File: src/rtl/ahblite_user_regbank.sv
// AHB-Lite slave exposing NUM_REGS 32-bit registers with write/set/clear/toggle ops and byte lanes.
// Define AHBLITE_USER_REGBANK_ERR_RESP_EN for two-cycle ERROR responses on illegal accesses.
module ahblite_user_regbank #(
  parameter int unsigned NUM_REGS = 4,
  parameter logic [31:0] REG0_RST = 32'hFFFFFFFF
) (
  input  logic                     HCLK,
  input  logic                     HRESETn,
  input  logic                     HSEL,
  input  logic [1:0]               HTRANS,
  input  logic [2:0]               HSIZE,
  input  logic [3:0]               HPROT,
  input  logic                     HWRITE,
  input  logic [31:0]              HADDR,
  input  logic [31:0]              HWDATA,
  input  logic                     HREADY,
  output logic                     HREADYOUT,
  output logic                     HRESP,
  output logic [31:0]              HRDATA,
  output logic [NUM_REGS*32-1:0]   REG_OUT,
  output logic [NUM_REGS-1:0]      REG_WSTB
);

`ifdef AHBLITE_USER_REGBANK_ERR_RESP_EN
  typedef enum logic [1:0] {IDLE, DATA, ERR1, ERR2} state_t;
`else
  typedef enum logic [0:0] {IDLE, DATA} state_t;
`endif

  state_t              state_q, state_d;
  logic [7:0]          addr_q, addr_d;
  logic [2:0]          size_q, size_d;
  logic                write_q, write_d;
  logic                legal_q, legal_d;
  logic [31:0]         regs_q [NUM_REGS];
  logic [31:0]         regs_d [NUM_REGS];
  logic [NUM_REGS-1:0] wstb_q, wstb_d;
  logic [31:0]         rdata_q, rdata_d;
  logic                hreadyout_q, hreadyout_d;
  logic                hresp_q, hresp_d;
  logic                accept, capture, addr_ok;
  logic                unused_inputs;

  assign unused_inputs = ^{HPROT, HTRANS[0], HADDR[31:8]};

  function automatic logic legal_access(input logic [7:0] addr, input logic [2:0] size);
    logic ok;
    ok = 1'b1;
    if (32'(addr[5:2]) >= NUM_REGS)           ok = 1'b0;
    if (size > 3'd2)                          ok = 1'b0;
    if (size == 3'd1 && addr[0])              ok = 1'b0;
    if (size == 3'd2 && addr[1:0] != 2'b00)   ok = 1'b0;
    return ok;
  endfunction

  function automatic logic [3:0] lane_mask(input logic [1:0] addr, input logic [2:0] size);
    logic [3:0] m;
    case (size)
      3'd0:    m = 4'b0001 << addr;
      3'd1:    m = addr[1] ? 4'b1100 : 4'b0011;
      default: m = 4'b1111;
    endcase
    return m;
  endfunction

  function automatic logic [31:0] apply_op(input logic [31:0] cur, input logic [31:0] wdata,
                                           input logic [1:0] op, input logic [3:0] lanes);
    logic [31:0] res;
    case (op)
      2'b00:   res = wdata;
      2'b01:   res = cur | wdata;
      2'b10:   res = cur & ~wdata;
      default: res = cur ^ wdata;
    endcase
    for (int unsigned b = 0; b < 4; b++) begin
      if (!lanes[b]) res[8*b +: 8] = cur[8*b +: 8];
    end
    return res;
  endfunction

  always_comb begin
    accept  = HSEL & HTRANS[1] & HREADY;
    addr_ok = legal_access(HADDR[7:0], HSIZE);
    capture = accept && (state_q == IDLE || state_q == DATA);

    state_d = IDLE;
    addr_d  = addr_q;
    size_d  = size_q;
    write_d = write_q;
    legal_d = legal_q;
    regs_d  = regs_q;
    wstb_d  = '0;
    rdata_d = '0;

    case (state_q)
      IDLE, DATA: begin
        if (accept) begin
`ifdef AHBLITE_USER_REGBANK_ERR_RESP_EN
          state_d = addr_ok ? DATA : ERR1;
`else
          state_d = DATA;
`endif
        end
      end
`ifdef AHBLITE_USER_REGBANK_ERR_RESP_EN
      ERR1:    state_d = ERR2;
      ERR2:    state_d = IDLE;
`endif
      default: state_d = IDLE;
    endcase

    if (capture) begin
      addr_d  = HADDR[7:0];
      size_d  = HSIZE;
      write_d = HWRITE;
      legal_d = addr_ok;
    end

    if (state_q == DATA && write_q && legal_q) begin
      for (int unsigned i = 0; i < NUM_REGS; i++) begin
        if (32'(addr_q[5:2]) == i) begin
          regs_d[i] = apply_op(regs_q[i], HWDATA, addr_q[7:6], lane_mask(addr_q[1:0], size_q));
          wstb_d[i] = 1'b1;
        end
      end
    end

    // Read data is taken from the next-state register image so a read right after a write sees it.
    if (capture && !HWRITE && addr_ok) begin
      for (int unsigned i = 0; i < NUM_REGS; i++) begin
        if (32'(HADDR[5:2]) == i) rdata_d = regs_d[i];
      end
    end

`ifdef AHBLITE_USER_REGBANK_ERR_RESP_EN
    hreadyout_d = (state_d != ERR1);
    hresp_d     = (state_d == ERR1) || (state_d == ERR2);
`else
    hreadyout_d = 1'b1;
    hresp_d     = 1'b0;
`endif
  end

  always_ff @(posedge HCLK or negedge HRESETn) begin
    if (!HRESETn) begin
      state_q     <= IDLE;
      addr_q      <= '0;
      size_q      <= '0;
      write_q     <= 1'b0;
      legal_q     <= 1'b0;
      wstb_q      <= '0;
      rdata_q     <= '0;
      hreadyout_q <= 1'b1;
      hresp_q     <= 1'b0;
      for (int unsigned i = 0; i < NUM_REGS; i++) begin
        regs_q[i] <= (i == 0) ? REG0_RST : '0;
      end
    end else begin
      state_q     <= state_d;
      addr_q      <= addr_d;
      size_q      <= size_d;
      write_q     <= write_d;
      legal_q     <= legal_d;
      wstb_q      <= wstb_d;
      rdata_q     <= rdata_d;
      hreadyout_q <= hreadyout_d;
      hresp_q     <= hresp_d;
      regs_q      <= regs_d;
    end
  end

  always_comb begin
    for (int unsigned i = 0; i < NUM_REGS; i++) begin
      REG_OUT[32*i +: 32] = regs_q[i];
    end
  end

  assign REG_WSTB  = wstb_q;
  assign HRDATA    = rdata_q;
  assign HREADYOUT = hreadyout_q;
  assign HRESP     = hresp_q;

endmodule

File: config.mk
export PLATFORM = sky130hd
export DESIGN_NAME = ahblite_user_regbank
export DESIGN_NICKNAME = d
export VERILOG_FILES = /design/src/rtl/ahblite_user_regbank.sv
export SDC_FILE = /design/constraint.sdc
export NUM_CORES = 1
export LEC_CHECK = 0
export CAP_MARGIN = 20
export CELL_PAD_IN_SITES_DETAIL_PLACEMENT = 1
export CELL_PAD_IN_SITES_GLOBAL_PLACEMENT = 1
export CORE_AREA = 2 2 205 147
export CTS_BUF_LIST = sky130_fd_sc_hd__clkbuf_8 sky130_fd_sc_hd__clkbuf_16
export DETAILED_ROUTE_END_ITERATION = 16
export DIE_AREA = 0 0 207 149
export DONT_BUFFER_PORTS = 1
export PLACE_DENSITY_LB_ADDON = 0.1
export SLEW_MARGIN = 40
export SYNTH_ARGS = -nofsm -noshare
export SYNTH_HDL_FRONTEND = slang
export SYNTH_SLANG_ARGS = --single-unit
export TNS_END_PERCENT = 30
File: constraint.sdc
create_clock -name HCLK -period 3.7 [get_ports HCLK]
set_input_delay 0.74 -clock HCLK [delete_from_list [all_inputs] [get_ports HCLK]]
set_output_delay 0.74 -clock HCLK [all_outputs]
set_load 0.05 [all_outputs]
==> metrics, run 1 <==
most used cell, CP a311oi_1; pre-CTS setup slack approximately 1.1 ns; number of DRC markers in iteration 0 between 600 and 700; Mapped Area between 15000 and 20000 sq um; YS warnings 0; GP Congestion ~0.8; root buf cell clkbuf_16; global route overflow 0; Final Util 0.581; syn avg cell area 10.8 sq um; Max Clock Freq 373 MHz; CTS tree done; Area growth, synth to finish 6.10%; I/O Buffers 0; crit-path max FO 44; r2r startpoint addr_q[5]; Top FF cell, synth dfrtp_1; fin crit period 2.68 ns; htree depth 4; num rows 53; Gates resized, CTS repair 0; CTS clk-pin slew, worst paths 0.08 ns; path depth of the worst reg2reg path 6; via count 11921; status completed; Startpoint Class flop; final WL approximately 48000 microns; Mapped Cells 1473; Ports between 200 and 250; overall routing resource usage 0.307; Die ar. 30800 sq um; r2r setup slk between 1 and 1.5 ns; endpoints failing hold 0; share of the cycle needed by the critical path after routing 0.724; Worst R2R End HRDATA[28]; slowest cell delay on critical path 0.59 ns; nets ~1700; Crit-path slowest cell and4_4; Post-Layout Cell Count between 1500 and 2000; routed vias/inst around 6.6; first-pass GRT wire length about 73000 microns; leak pwr between 7 and 8 nW; drt pass-1 iters 4; Max Cap Viol 0; Crit path required time roughly 4 ns; sequential element share of the synthesized area 0.281; Worst setup EP type flop; Design Area, Final approximately 17000 sq um; Netlist cell types 46; width of the die slightly above 200 microns; Synthesized Nets roughly 1800; core area just under 30000 sq um; Inst Count DP 1775; worst slew pin tran 0.789 ns; HP Class primary input to async pin; largest net degree at the start of global routing approximately 180; Routed wire per std cell approximately 26 microns; ANT nets after route 0; TNS Setup 0 ns; number of synthesized flops with an enable pin 0; Slew Viols, Final 0; RSZ-0062 raised after global routing no; clk_skew between 0.009 and 0.01 ns; Clk Latency, worst-skew pair 0.45 ns; Worst Hold Margin roughly 0.13 ns; number of global-route vias before repair 12815; register bit total from synthesis 178; relative slew slack 0.474; worst setup margin approximately 1 ns; DP Area 16200 sq um; clock buffer count from CTS 17; Final Power 5.94 mW; Pwr Density around 350 nW/um^2; detailed-route DRC error count 0; Setup violations, final 0; layout cells sized above 1 0.202; initial antenna violation count 2; WP data arrival around 3.0 ns; Initial Util 0.547; Crit Path Class flop to flop; dpl hpwl between 30000 and 40000 microns; CTS Sinks between 150 and 200; maximum VDD drop about 0.32 mV; Die Y 149 microns; CP cell instances nor2_4 > and4_4 > buf_4 > a21oi_1 > a311oi_1 > a311oi_1; Synth async-reset ratio 1.00; Bufs on Longest Clock Path 2
-- flip-flops by register name, summed over array words and instances, names as in the netlist --
register and count:
HRDATA 32, REG_OUT 128, write_q 1, state_q 1, addr_q 8, size_q 3, REG_WSTB 4, legal_q 1
-- worst max-delay path by stage --
stage	startpoint	to	slack, ns	cells after the start
2_1_floorplan	HWDATA[22]	HRDATA[22]	1.46	6
3_3_place_gp	HADDR[4]	HRDATA[0]	1.12	7
3_5_place_dp	HADDR[4]	HRDATA[0]	1.07	7
4_1_cts	addr_q[5]	HRDATA[28]	1.11	6
5_1_grt	addr_q[5]	HRDATA[28]	0.92	6
6_report	addr_q[5]	HRDATA[28]	1.02	6
-- cell families after synthesis --
kind of cell	synth area share
mux	0.189
other cells	0.000470
flops	0.281
buf+inv	0.110
compound gates	0.181
fa+ha+maj	0.201
simple gates	0.0378
-- cell type report --
| cell class | instances | area, sq um |
|---|---|---|
| Tap cell | 385 | 482 |
| Antenna cell | 1 | 2.50 |
| Timing Repair Buffer | 40 | 410 |
| Clock inverter | 13 | 194 |
| Sequential cell | 178 | 4500 |
| Multi-Input combinational cell | 882 | 9800 |
| Clock buffer | 19 | 453 |
| Inverter | 293 | 1100 |
| Fill cell | 3058 | 12200 |
-- per-layer routing --
| metal | share of wire | wire (microns) | global-route usage | vias to the layer above |
|---|---|---|---|---|
| met5 | 0.00027 | 13 | 0 | - |
| met4 | 0.021 | 990 | 0.0918 | 2 |
| met3 | 0.064 | 3050 | 0.0787 | 69 |
| met2 | 0.48 | 22900 | 0.502 | 314 |
| met1 | 0.43 | 20700 | 0.404 | 6258 |
| li1 | - | - | - | 5278 |
-- critical path, delay by kind of cell (launching register included) --
family	cells	cell delay [ns]
AO/OA/AOI/OAI	3	0.70
flip-flops	1	0.41
buffers and inverters	1	0.56
AND/OR/NAND/NOR	2	0.79
-- cells in the final DEF (no fill, tap or decap), drive strengths merged, types with 2 or more instances in the layout --
cell,instances
inv,297
ha,256
dfrtp,146
mux4,128
o21ai,70
a21oi,65
o31a,64
o311ai,64
a311oi,56
buf,40
and3,33
dfstp,32
or2,32
o31ai,32
a31o,24
clkbuf,19
mux2,12
a211oi,8
a21o,8
bufinv,5
nor2,5
nand2,4
and2,3
nor3,3
a21boi,2
conb,2
clkinvlp,2
nand3,2
nand2b,2
clkinv,2
-- report_power, final --
group | total (mW) | switching, mW | leakage [nW] | internal (mW)
combinational | 1.65 | 0.889 | 5.32 | 0.758
clock | 2.07 | 0.840 | 0.324 | 1.23
sequential | 2.23 | 0.222 | 2.34 | 2.01
-- cells in the mapped netlist, types with 3 or more instances --
library cell / n / area share
buf_4: 18 / 0.0085
o31ai_1: 32 / 0.015
o21ai_0: 21 / 0.0066
a21o_1: 8 / 0.0038
dfstp_2: 32 / 0.053
mux4_2: 128 / 0.18
buf_6: 11 / 0.0078
and3_1: 32 / 0.013
ha_1: 256 / 0.20
or2_1: 32 / 0.013
buf_2: 36 / 0.011
nor2_1: 3 / 0.00071
a21oi_1: 65 / 0.020
a31o_2: 24 / 0.013
o31a_1: 64 / 0.035
clkbuf_1: 53 / 0.012
o311ai_0: 6 / 0.0033
nand2_1: 4 / 0.00094
o21ai_1: 48 / 0.015
a311oi_1: 56 / 0.031
o311ai_1: 58 / 0.032
inv_1: 291 / 0.068
mux2_2: 12 / 0.0085
a211oi_1: 8 / 0.0038
dfrtp_1: 146 / 0.23
and2_1: 3 / 0.0012
-- repair_timing --
action / 4_1_cts / 5_1_grt
setup buffers: 0 / 0
endpoints found under the setup margin: 0 / 0
endpoints found under the hold margin: 146 / 82
Note: power is estimated with default switching activity, not from simulation.
==> run 2: changes to the inputs <==
--- a/config.mk
+++ b/config.mk
@@ -8,10 +8,10 @@
 export CAP_MARGIN = 20
 export CELL_PAD_IN_SITES_DETAIL_PLACEMENT = 1
 export CELL_PAD_IN_SITES_GLOBAL_PLACEMENT = 1
-export CORE_AREA = 2 2 205 147
+export CORE_AREA = 2 2 213 152
 export CTS_BUF_LIST = sky130_fd_sc_hd__clkbuf_8 sky130_fd_sc_hd__clkbuf_16
 export DETAILED_ROUTE_END_ITERATION = 16
-export DIE_AREA = 0 0 207 149
+export DIE_AREA = 0 0 215 154
 export DONT_BUFFER_PORTS = 1
 export PLACE_DENSITY_LB_ADDON = 0.1
 export SLEW_MARGIN = 40
==> constraint.sdc (replaced) <==
create_clock -name HCLK -period 2.8 [get_ports HCLK]
set_input_delay 0.56 -clock HCLK [delete_from_list [all_inputs] [get_ports HCLK]]
set_output_delay 0.56 -clock HCLK [all_outputs]
set_load 0.05 [all_outputs]
==> metrics, run 2 (synthesized netlist as in run 1, its figures left out) <==
status complete, but fails checks; failing checks hold timing; Setup violations, final 0 (unchanged); leak pwr 8.07 nW (+1.1%); core area 30900 sq um (+6.1%); Sw Share 0.332 (+0.00431); root buf cell clkbuf_16; Crit Path Class flop to flop; first-pass GRT wire length 74900 microns (+2.3%); sequential power share 0.376 (about the same); initial antenna violation count 0 (-2); combinational share of power 0.285 (+0.008); CTS tree done; commonest cells after routing, fill and taps aside 294 x inv_1, 256 x ha_1, 144 x dfrtp_1, 128 x mux4_2, 65 x a21oi_1; TNS Setup 0 ns (unchanged); Initial Util 0.516 (-0.0312); htree depth 4 (unchanged); Routed wire per std cell 25.4 microns (-3.4%); fin crit period 2.45 ns (-0.230 ns); I/O Buffers 0 (unchanged); global route overflow 0 (unchanged); commonest non-fill, non-tap cell in the layout inv_1; Clk Latency, worst-skew pair 0.46 ns (about the same); CP cell instances inv_1 > ha_1 > mux4_2 > and3_1 > o31ai_1 > a311oi_1; Die ar. 33100 sq um (+7.4%); Slew Viols, Final 0 (unchanged); endpoints failing hold 158 (+158); ANT nets after route 0 (unchanged); overall routing resource usage 0.293 (-0.0140); drt pass-1 iters 5 (+1); Crit path required time 3.10 ns (-0.90 ns); Gates resized, CTS repair 0 (unchanged); NetSw 2.55 mW (+31%); relative slew slack 0.570 (+0.0954); path depth of the worst reg2reg path 6 (unchanged); Pwr Density 448 nW/um^2 (+28%); Critical Path End HRDATA[15]; worst slew pin tran 0.646 ns (-0.143 ns); HP Class primary input to async pin; number of DRC markers in iteration 0 802 (+32%); Clock power frac 0.340 (-0.008); layout cells sized above 1 0.213 (+0.0109); Worst setup EP type flop; Die Y 154 microns (+3.4%); RSZ-0062 raised after global routing no; share of the cycle needed by the critical path after routing 0.874 (+0.150); maximum VDD drop 0.427 mV (+34%); max FFs per register 128 (unchanged); Max Cap Viol 0 (unchanged); r2r setup slk 0.35 ns (-0.67 ns); Fillers 3300 (+7.9%); via count 12004 (+0.70%); Bufs on Longest Clock Path 2 (unchanged); clock buffer count from CTS 17 (unchanged); Startpoint Class flop; routed vias/inst 6.43 (-2.3%); Crit path max-delay family flip-flops; final WL 47400 microns (-0.51%); setup bufs post-CTS 0 (unchanged); largest net degree at the start of global routing 179 (unchanged); critical path depth 6 (unchanged); Antenna Cells 0 (-1); dpl hpwl 31900 microns (+1.7%); CTS clk-pin slew, worst paths 0.07 ns (about the same); clk_skew 0.0121 ns (+0.00242 ns); Final Util 0.553 (-0.0281); Worst R2R End HRDATA[15]; number of global-route vias before repair 12802 (-0.10%); Pint 5.11 mW (+28%); CTS Sinks 178 (unchanged); r2r startpoint REG_OUT[79]; width of the die 215 microns (+3.9%); Max Clock Freq 409 MHz (+9.4%); Crit-path slowest cell dfrtp_1; num rows 54 (+1.9%); detailed-route DRC error count 0 (unchanged); critical path launch point REG_OUT[79]; crit-path max FO 3 (-93%); nets 1767 (+1.2%); Area growth, synth to finish 7.09%; CP bufs+invs 1 (unchanged); GP Congestion 0.767 (-3.8%); WP data arrival 2.75 ns (-0.23 ns); Worst Hold Margin -0.216 ns (-0.344 ns); slowest cell delay on critical path 0.73 ns (+0.14 ns); Ports 244 (unchanged)
run 2: power by group through the flow:
stage	logic [mW]	clock network, mW	registers (mW)
after floorplan	1.78	0	2.88
after global placement	2.07	0	2.92
after detailed placement	2.16	0	2.93
after CTS	2.18	2.66	2.88
after global routing	2.38	2.73	2.89
final	2.18	2.60	2.88
run 2: metal layers:
metal  vias to the layer above  routed length (microns)  track usage  part of all wire
li1                       5329                        -            -                 -
met1                      6303                    20700        0.381              0.44
met2                       311                    22900        0.483              0.48
met3                        61                     3010       0.0770             0.063
met4                         0                      869       0.0828             0.018
met5                         -                        0            0                 0
run 2: worst min path at each step:
| stage | to | start | depth (start not counted) | slack, ns |
|---|---|---|---|---|
| final | REG_WSTB[1] | HRESETn | 0 | -0.22 |
| after global routing | REG_WSTB[0] | HRESETn | 0 | -0.24 |
| after CTS | REG_WSTB[0] | HRESETn | 0 | -0.24 |
| after detailed placement | REG_WSTB[0] | HRESETn | 0 | 0.27 |
| after global placement | REG_WSTB[1] | HRESETn | 0 | 0.27 |
| after floorplan | HRDATA[0] | HRESETn | 0 | 0.26 |
run 2: metrics by stage:
stage          instances  worst slack [ns]  cell area, sq um  total power, mW
2_1_floorplan       1473             0.709             16000             4.66
3_3_place_gp        1834             0.446             16500             4.99
3_5_place_dp        1834             0.389             16500             5.09
4_1_cts             1866             0.360             17100             7.72
5_1_grt             1866             0.230             17100             8.00
6_report            1866             0.352             17100             7.66
run 2: cell type report:
type,instances,area [sq um],share of cell area
inverter,293,1100,0.0643
tap,420,526,0.0307
multi-input combinational,882,9790,0.573
sequential,178,4500,0.263
clock buffer,20,467,0.0273
clock inverter,12,141,0.00827
timing repair buffer,61,571,0.0334
run 2: worst register-to-register path, delay by kind of cell (launching register included):
kind / cells / cell delay, ns
DFF: 1 / 0.73
muxes: 1 / 0.46
AOI/OAI and AO/OA: 2 / 0.45
adders and majority gates: 1 / 0.30
and+or+nand+nor: 1 / 0.21
buffers and inverters: 1 / 0.13
